===== src/rtl/mem_io_responder_pkg.sv =====
// Shared constants for the memory/I-O responder.
// This file holds the address-region codes, the I/O register offsets and the KEYSTAT bit layout.
package memio_pkg;

    localparam logic [3:0] RAM_REGION = 4'h1;
    localparam logic [3:0] IO_REGION  = 4'h2;

    typedef enum logic [1:0] {
        KEYDATA = 2'd0,
        KEYSTAT = 2'd1,
        LED     = 2'd2,
        CYCLES  = 2'd3
    } io_reg_e;

    localparam int KS_NEMPTY_BIT = 31;
    localparam int KS_OVF_BIT    = 30;

endpackage


===== src/rtl/mem_io_responder_if.sv =====
// Data-port bus between the single-cycle core (master) and the memory responder (slave).
interface mem_io_if #(
    parameter int Dbits = 32
);
    logic             mem_wr;
    logic [31:0]      mem_addr;
    logic [Dbits-1:0] mem_writedata;
    logic [Dbits-1:0] mem_readdata;

    modport master (output mem_wr, output mem_addr, output mem_writedata, input mem_readdata);
    modport slave  (input mem_wr, input mem_addr, input mem_writedata, output mem_readdata);
endinterface


===== src/rtl/mem_io_responder_key_fifo.sv =====
// Keyboard receive FIFO with an asynchronous head read.
// A push into a full FIFO is accepted only when a pop frees a slot in the same cycle.
module key_fifo #(
    parameter int DEPTH = 8,
    parameter int WIDTH = 8
) (
    input  logic                     clk,
    input  logic                     reset,
    input  logic                     push,
    input  logic                     pop,
    input  logic [WIDTH-1:0]         din,
    output logic [WIDTH-1:0]         dout,
    output logic [$clog2(DEPTH):0]   count,
    output logic                     full,
    output logic                     empty,
    output logic                     drop
);
    localparam int PW = $clog2(DEPTH);
    localparam logic [PW:0] FULL_CNT = (PW+1)'(DEPTH);

    logic [WIDTH-1:0] mem_q [DEPTH];
    logic [PW-1:0]    rd_ptr_q, rd_ptr_d, wr_ptr_q, wr_ptr_d;
    logic [PW:0]      count_q, count_d;
    logic             do_push, do_pop;

    assign full    = (count_q == FULL_CNT);
    assign empty   = (count_q == '0);
    assign do_pop  = pop & ~empty;
    assign do_push = push & (~full | do_pop);
    assign drop    = push & full & ~do_pop;
    assign dout    = mem_q[rd_ptr_q];
    assign count   = count_q;

    always_comb begin
        rd_ptr_d = rd_ptr_q;
        wr_ptr_d = wr_ptr_q;
        count_d  = count_q;
        if (do_pop)  rd_ptr_d = rd_ptr_q + 1'b1;
        if (do_push) wr_ptr_d = wr_ptr_q + 1'b1;
        if (do_push && !do_pop) count_d = count_q + 1'b1;
        else if (do_pop && !do_push) count_d = count_q - 1'b1;
    end

    // Storage is deliberately left out of reset; only the bookkeeping is cleared.
    always_ff @(posedge clk) begin
        if (do_push) mem_q[wr_ptr_q] <= din;
    end

    always_ff @(posedge clk or posedge reset) begin
        if (reset) begin
            rd_ptr_q <= '0;
            wr_ptr_q <= '0;
            count_q  <= '0;
        end else begin
            rd_ptr_q <= rd_ptr_d;
            wr_ptr_q <= wr_ptr_d;
            count_q  <= count_d;
        end
    end
endmodule


===== src/rtl/mem_io_responder.sv =====
// Data-port responder for the single-cycle core: word RAM plus four memory-mapped I/O registers.
// Reads are combinational; every state change lands on the rising clock edge.
module mem_io_responder
    import memio_pkg::*;
#(
    parameter int Dbits  = 32,
    parameter int Nloc   = 64,
    parameter int Fdepth = 8
) (
    input  logic        clk,
    input  logic        reset,
    input  logic        enable,
    mem_io_if.slave     bus,
    input  logic        key_valid,
    input  logic [7:0]  key_data,
    output logic        key_ready,
    output logic [15:0] leds
);
    localparam int AW = $clog2(Nloc);
    localparam int CW = $clog2(Fdepth) + 1;

    logic [3:0]       region;
    io_reg_e          io_sel;
    logic [AW-1:0]    ram_idx;
    logic             ram_we, io_we;
    logic             fifo_pop, fifo_full, fifo_empty, fifo_drop;
    logic [7:0]       fifo_dout;
    logic [CW-1:0]    fifo_count;
    logic [Dbits-1:0] ram_mem [Nloc];
    logic [Dbits-1:0] led_q, led_d, cyc_q, cyc_d, rdata;
    logic             ovf_q, ovf_d;
    logic             unused_addr;

    assign region      = bus.mem_addr[31:28];
    assign io_sel      = io_reg_e'(bus.mem_addr[3:2]);
    assign ram_idx     = bus.mem_addr[2 +: AW];
    assign ram_we      = bus.mem_wr & enable & (region == RAM_REGION);
    assign io_we       = bus.mem_wr & enable & (region == IO_REGION);
    assign fifo_pop    = io_we & (io_sel == KEYDATA);
    assign unused_addr = &{1'b0, bus.mem_addr};

    key_fifo #(.DEPTH(Fdepth), .WIDTH(8)) u_key_fifo (
        .clk   (clk),
        .reset (reset),
        .push  (key_valid),
        .pop   (fifo_pop),
        .din   (key_data),
        .dout  (fifo_dout),
        .count (fifo_count),
        .full  (fifo_full),
        .empty (fifo_empty),
        .drop  (fifo_drop)
    );

    assign key_ready = ~fifo_full;
    assign leds      = led_q[15:0];

    always_ff @(posedge clk) begin
        if (ram_we) ram_mem[ram_idx] <= bus.mem_writedata;
    end

    always_comb begin
        led_d = led_q;
        cyc_d = cyc_q;
        ovf_d = ovf_q;
        if (io_we && io_sel == LED) led_d = bus.mem_writedata;
        // A CYCLES write wins over the same-cycle increment.
        if (io_we && io_sel == CYCLES) cyc_d = '0;
        else if (enable)               cyc_d = cyc_q + 1'b1;
        if (io_we && io_sel == KEYSTAT) ovf_d = 1'b0;
        if (fifo_drop)                  ovf_d = 1'b1;
    end

    always_ff @(posedge clk or posedge reset) begin
        if (reset) begin
            led_q <= '0;
            cyc_q <= '0;
            ovf_q <= 1'b0;
        end else begin
            led_q <= led_d;
            cyc_q <= cyc_d;
            ovf_q <= ovf_d;
        end
    end

    always_comb begin
        rdata = '0;
        if (region == RAM_REGION) begin
            rdata = ram_mem[ram_idx];
        end else if (region == IO_REGION) begin
            unique case (io_sel)
                KEYDATA: rdata = fifo_empty ? '0 : Dbits'(fifo_dout);
                KEYSTAT: begin
                    rdata[KS_NEMPTY_BIT] = ~fifo_empty;
                    rdata[KS_OVF_BIT]    = ovf_q;
                    rdata[CW-1:0]        = fifo_count;
                end
                LED:     rdata = led_q;
                CYCLES:  rdata = cyc_q;
            endcase
        end
    end

    assign bus.mem_readdata = rdata;
endmodule


===== src/flat_wrapper.sv =====
// flat-port wrapper written by rule: the top's interface ports become plain ports
module mem_io_responder_flat import memio_pkg::*;
#(
    parameter int Dbits  = 32,
    parameter int Nloc   = 64,
    parameter int Fdepth = 8
)
  (clk, reset, enable, key_valid, key_data, key_ready, leds, bus_mem_wr, bus_mem_addr, bus_mem_writedata, bus_mem_readdata);
  mem_io_if #(.Dbits(Dbits)) bus_i ();
  input  logic clk;
  input  logic reset;
  input  logic enable;
  input  logic key_valid;
  input  logic [7:0] key_data;
  output logic key_ready;
  output logic [15:0] leds;
  input wire logic [$bits(bus_i.mem_wr)-1:0] bus_mem_wr;
  input wire logic [$bits(bus_i.mem_addr)-1:0] bus_mem_addr;
  input wire logic [$bits(bus_i.mem_writedata)-1:0] bus_mem_writedata;
  output wire logic [$bits(bus_i.mem_readdata)-1:0] bus_mem_readdata;
  assign bus_i.mem_wr = bus_mem_wr;
  assign bus_i.mem_addr = bus_mem_addr;
  assign bus_i.mem_writedata = bus_mem_writedata;
  assign bus_mem_readdata = bus_i.mem_readdata;
  mem_io_responder #(.Dbits(Dbits), .Nloc(Nloc), .Fdepth(Fdepth)) u_core (.clk(clk), .reset(reset), .enable(enable), .bus(bus_i), .key_valid(key_valid), .key_data(key_data), .key_ready(key_ready), .leds(leds));
endmodule

===== config.mk =====
export PLATFORM = sky130hd
export DESIGN_NAME = mem_io_responder_flat
export DESIGN_NICKNAME = d
export VERILOG_FILES = /design/src/rtl/mem_io_responder_pkg.sv /design/src/rtl/mem_io_responder_if.sv /design/src/rtl/mem_io_responder_key_fifo.sv /design/src/rtl/mem_io_responder.sv /design/src/flat_wrapper.sv
export SDC_FILE = /design/constraint.sdc
export NUM_CORES = 2
export LEC_CHECK = 0
export ABC_AREA = 1
export CORE_ASPECT_RATIO = 0.6
export CORE_UTILIZATION = 45
export CTS_CLUSTER_DIAMETER = 200
export DETAILED_ROUTE_END_ITERATION = 10
export GPL_TIMING_DRIVEN = 1
export PLACE_DENSITY = 0.68
export SLEW_MARGIN = 20
export SYNTH_ARGS = -nofsm -noshare
export SYNTH_HDL_FRONTEND = slang
export SYNTH_SLANG_ARGS = --single-unit

===== constraint.sdc =====
create_clock -name clk -period 3.6 [get_ports clk]
set_input_delay 0.54 -clock clk [delete_from_list [all_inputs] [get_ports clk]]
set_output_delay 0.54 -clock clk [all_outputs]
set_load 0.005 [all_outputs]

==> results.py <==
metrics = {
    "sta": {
        "fmax_ghz": 0.278,
        "setup_viol": 0,
        "hold_viol_final": 0,
        "relSlewSlack_pct": 29.5,
        "fin_hold_ws_ns": 0.0807,
        "fin_ws_ns": 0.00490,
        "min_period_over_period_pct": 99.9,
        "setup_tns_ns": 0,
        "rsz0062_at_grt": "yes",
        "finClkSkew_ns": 0.00850,
        "slew_violations": 0,
        "finalCriticalPeriod_ns": 3.60,
        "tightest_slew_ns": 1.06,
    },
    "critical_path": {
        "cp_max_fo": 26,
        "crit_required_ns": 3.06,
        "end_kind": "output port",
        "critPathArrivalTime_ns": 3.06,
        "critPathMaxStageDelay_ns": 0.57,
        "cp_cell_sequence": "buf_16 > clkinv_16 > buf_12 > buf_12 > buf_12 > nand2_1 > nand2_1 > nand2_1 > nand3_1 > nand3_1 > nand2_1 > nand2_1 > nand2_2 > inv_1 > nand2_1 > nand2_1 > nand2_1 > clkdlybuf4s50_1",
        "cpMostUsedCell": "nand2_1",
        "path_buf_inv": 7,
        "crit_path_top_delay_cell": "clkdlybuf4s50_1",
        "worstRegToRegCells": 17,
        "path_delay_family": "buffers and inverters",
        "r2r_setup_slack_ns": 0.46,
        "crit_path_start_kind": "input pin",
        "critPathKind": "input pin to output port",
        "path_depth": 18,
    },
    "clock_network": {
        "cts.sinks": 2187,
        "cts.hold.buffers_added": 0,
        "htreeDepth": 4,
        "root_buffer": "clkbuf_16",
        "clkTransAtPathRegs_ns": 0.07,
        "worstSkewPairLatency_ns": 0.83,
        "max-clock-path-buffers": 4,
        "cts_tree": "done",
        "cts-buffers-inserted": 193,
    },
    "layout": {
        "drive_above_1_share_pct": 12.1,
        "finalInstanceArea_um2": 105000,
        "area_growth_pct": 17.7,
        "final_core_util_pct": 53.4,
        "fillers": 16017,
        "fin_nets": 8409,
    },
    "power": {
        "pwr-share-comb_pct": 8.3,
        "power.leakage_nw": 39.9,
        "p_clk_share_pct": 38.1,
        "p_per_area_nw_per_um2": 504,
        "power.switching_mw": 12.4,
        "power_frac_seq_pct": 53.5,
        "intPower_mw": 40.5,
        "swShare_pct": 23.4,
        "max-vdd-ir-drop_uv": 441,
    },
    "routing": {
        "finalWirelength_um": 272000,
        "vias": 62963,
        "drt_first_iter_violations": 9945,
        "via_per_inst": 5.68,
        "drtPass1Iterations": 6,
        "final_antenna_net_count": 0,
        "drc": 0,
        "wire_per_inst_um": 24.5,
    },
    "floorplan": {
        "rows": 126,
        "die_area_um2": 200000,
        "initial_core_util_pct": 45.3,
        "die_h_um": 347,
        "io_pins": 126,
        "fp.coreArea_um2": 197000,
        "fp.dieW_um": 577,
    },
    "outcome": {
        "status": "finished clean",
    },
    "synth": {
        "ys_seq_area_share_pct": 73.2,
        "yosysUniqueCellTypes": 39,
        "syn_inst": 7894,
        "synth_top_flop_cell": "edfxtp_1",
        "async_reset_ff_share_pct": 3.43,
        "ys_ff_latch": 2187,
        "netlist_top_cells_count": "3542 x nand2_1, 2112 x edfxtp_1, 553 x nand3_1, 303 x nor2_1, 237 x buf_2",
        "yosysMostFrequentCell": "nand2_1",
        "synth_edf_count": 2112,
        "syn_area_per_cell_um2": 11.3,
        "synth_top_area_cell": "edfxtp_1",
        "yosys_warnings": 0,
        "yosysTopAreaCellShare_pct": 71.1,
        "synth_area_um2": 89200,
        "netlist_top_cells_area": "edfxtp_1 71%, nand2_1 15%, nand3_1 3.1%",
        "synth_fp_nets": 7978,
    },
    "global_route": {
        "first_global_vias": 57390,
        "grt_usage_pct": 26.4,
        "antenna_found_initial": 18,
        "grt_pass1_wl_um": 389000,
        "overflow": 0,
        "grt_start_max_net_pins": 82,
    },
    "placed_design": {
        "dp_hpwl_um": 166000,
        "port-buffer-count": 103,
        "gp_congestion": 0.902,
        "pre_cts_ws_ns": -0.253,
        "place_area_um2": 97500,
    },
    "run": {
        "maxCapViolCount": 0,
    },
    "hold_path": {
        "hp-class": "input pin to register",
        "holdPathStages": 1,
    },
}
layer usage:
metal / vias to the layer above / wire length [µm] / track usage (%)
met4: 18 / 6360 / 6.17
met3: 428 / 41000 / 6.83
met1: 30434 / 111000 / 40.9
li1: 27822 / - / -
met2: 4261 / 113000 / 36.8
met5: - / 105 / 0
worst register-to-register path: stages (launching register included):
cell and delay [ns]:
dfrtp_1 0.46, nor2_1 0.16, nand3_1 0.10, nand2_1 0.07
inv_1 0.09, nand2_1 0.11, inv_1 0.06, o21ai_1 0.44
inv_1 0.23, ha_1 0.28, inv_1 0.08, ha_1 0.23
a21o_1 0.18, a21oi_1 0.16, nor2_1 0.07, nor2_1 0.09
nand2_1 0.08, xor2_1 0.14
sequential cells by signal, summed over array words and instances, names as in the netlist:
name                        count
u_core.u_key_fifo.mem_q        64
u_core.cyc_q                   32
u_core.u_key_fifo.count         4
u_core.u_key_fifo.rd_ptr_q      3
u_core.led_q                   32
u_core.u_key_fifo.wr_ptr_q      3
u_core.ram_mem               2048
u_core.ovf_q                    1
repair_timing:
item / 4_1_cts / 5_1_grt
cloned: 5 / 9
pin swaps: 21 / 17
buffers inserted: 11 / 38
setup endpoints to repair: 31 / 28
resized for setup: 76 / 113
per-stage QoR:
step | total power [mW] | instances
detailed placement | 32.8 | 10692
CTS | 52.7 | 11047
global placement | 32.7 | 10691
global route | 54.3 | 11093
finish | 52.9 | 11094
floorplan | 30.8 | 7894
power groups by stage:
stage                     registers, mW  clock network, mW  logic [mW]
after floorplan                    28.8                  0        2.01
after global placement             28.8                  0        3.90
after detailed placement           28.8                  0        4.00
after CTS                          28.3               20.2        4.13
after global routing               28.3               21.2        4.73
final                              28.3               20.2        4.39
worst paths after layout:
path                                              endpoint                       start
worst min-delay path                 u_core.ram_mem[53][3]        bus_mem_writedata[3]
max in group asynchronous                  u_core.led_q[1]                       reset
min in group asynchronous                 u_core.cyc_q[10]                       reset
worst max-delay path                  bus_mem_readdata[26]             bus_mem_addr[2]
worst min register to register            u_core.led_q[31]            u_core.led_q[31]
worst max register to register  u_core.u_key_fifo.count[3]  u_core.u_key_fifo.count[0]
layout make-up:
class / count / area [µm²] / share of cell area [%]
Clock buffer: 247 / 5200 / 4.95
Antenna cell: 1 / 2.50 / 0.00238
Clock inverter: 92 / 747 / 0.712
Timing Repair Buffer: 668 / 7700 / 7.34
Multi-Input combinational cell: 5044 / 21800 / 20.8
Inverter: 231 / 946 / 0.901
Tap cell: 2624 / 3280 / 3.13
Sequential cell: 2187 / 65300 / 62.2
cell families after synthesis:
logic type / after synthesis / synth area share (%)
adder cells (fa/ha/maj): 7 / 0.107
XOR/XNOR: 9 / 0.0884
AO/OA/AOI/OAI: 360 / 2.12
multiplexers: 10 / 0.126
buffers and inverters: 663 / 3.23
flip-flops: 2187 / 73.2
AND/OR/NAND/NOR: 4658 / 21.1
placed cells by master, fill, tap and decap left out, types with 75 or more instances in the layout:
cell | netlist | final
a21oi_1 | 217 | 217
nand2_1 | 3542 | 3504
nand4_1 | 233 | 233
dfrtp_1 | 75 | 75
nor2_1 | 303 | 233
edfxtp_1 | 2112 | 2112
buf_4 | 24 | 369
buf_12 | 0 | 142
clkbuf_16 | 0 | 208
inv_1 | 225 | 221
nand3_1 | 553 | 540
Note: power is estimated with default switching activity, not from simulation.
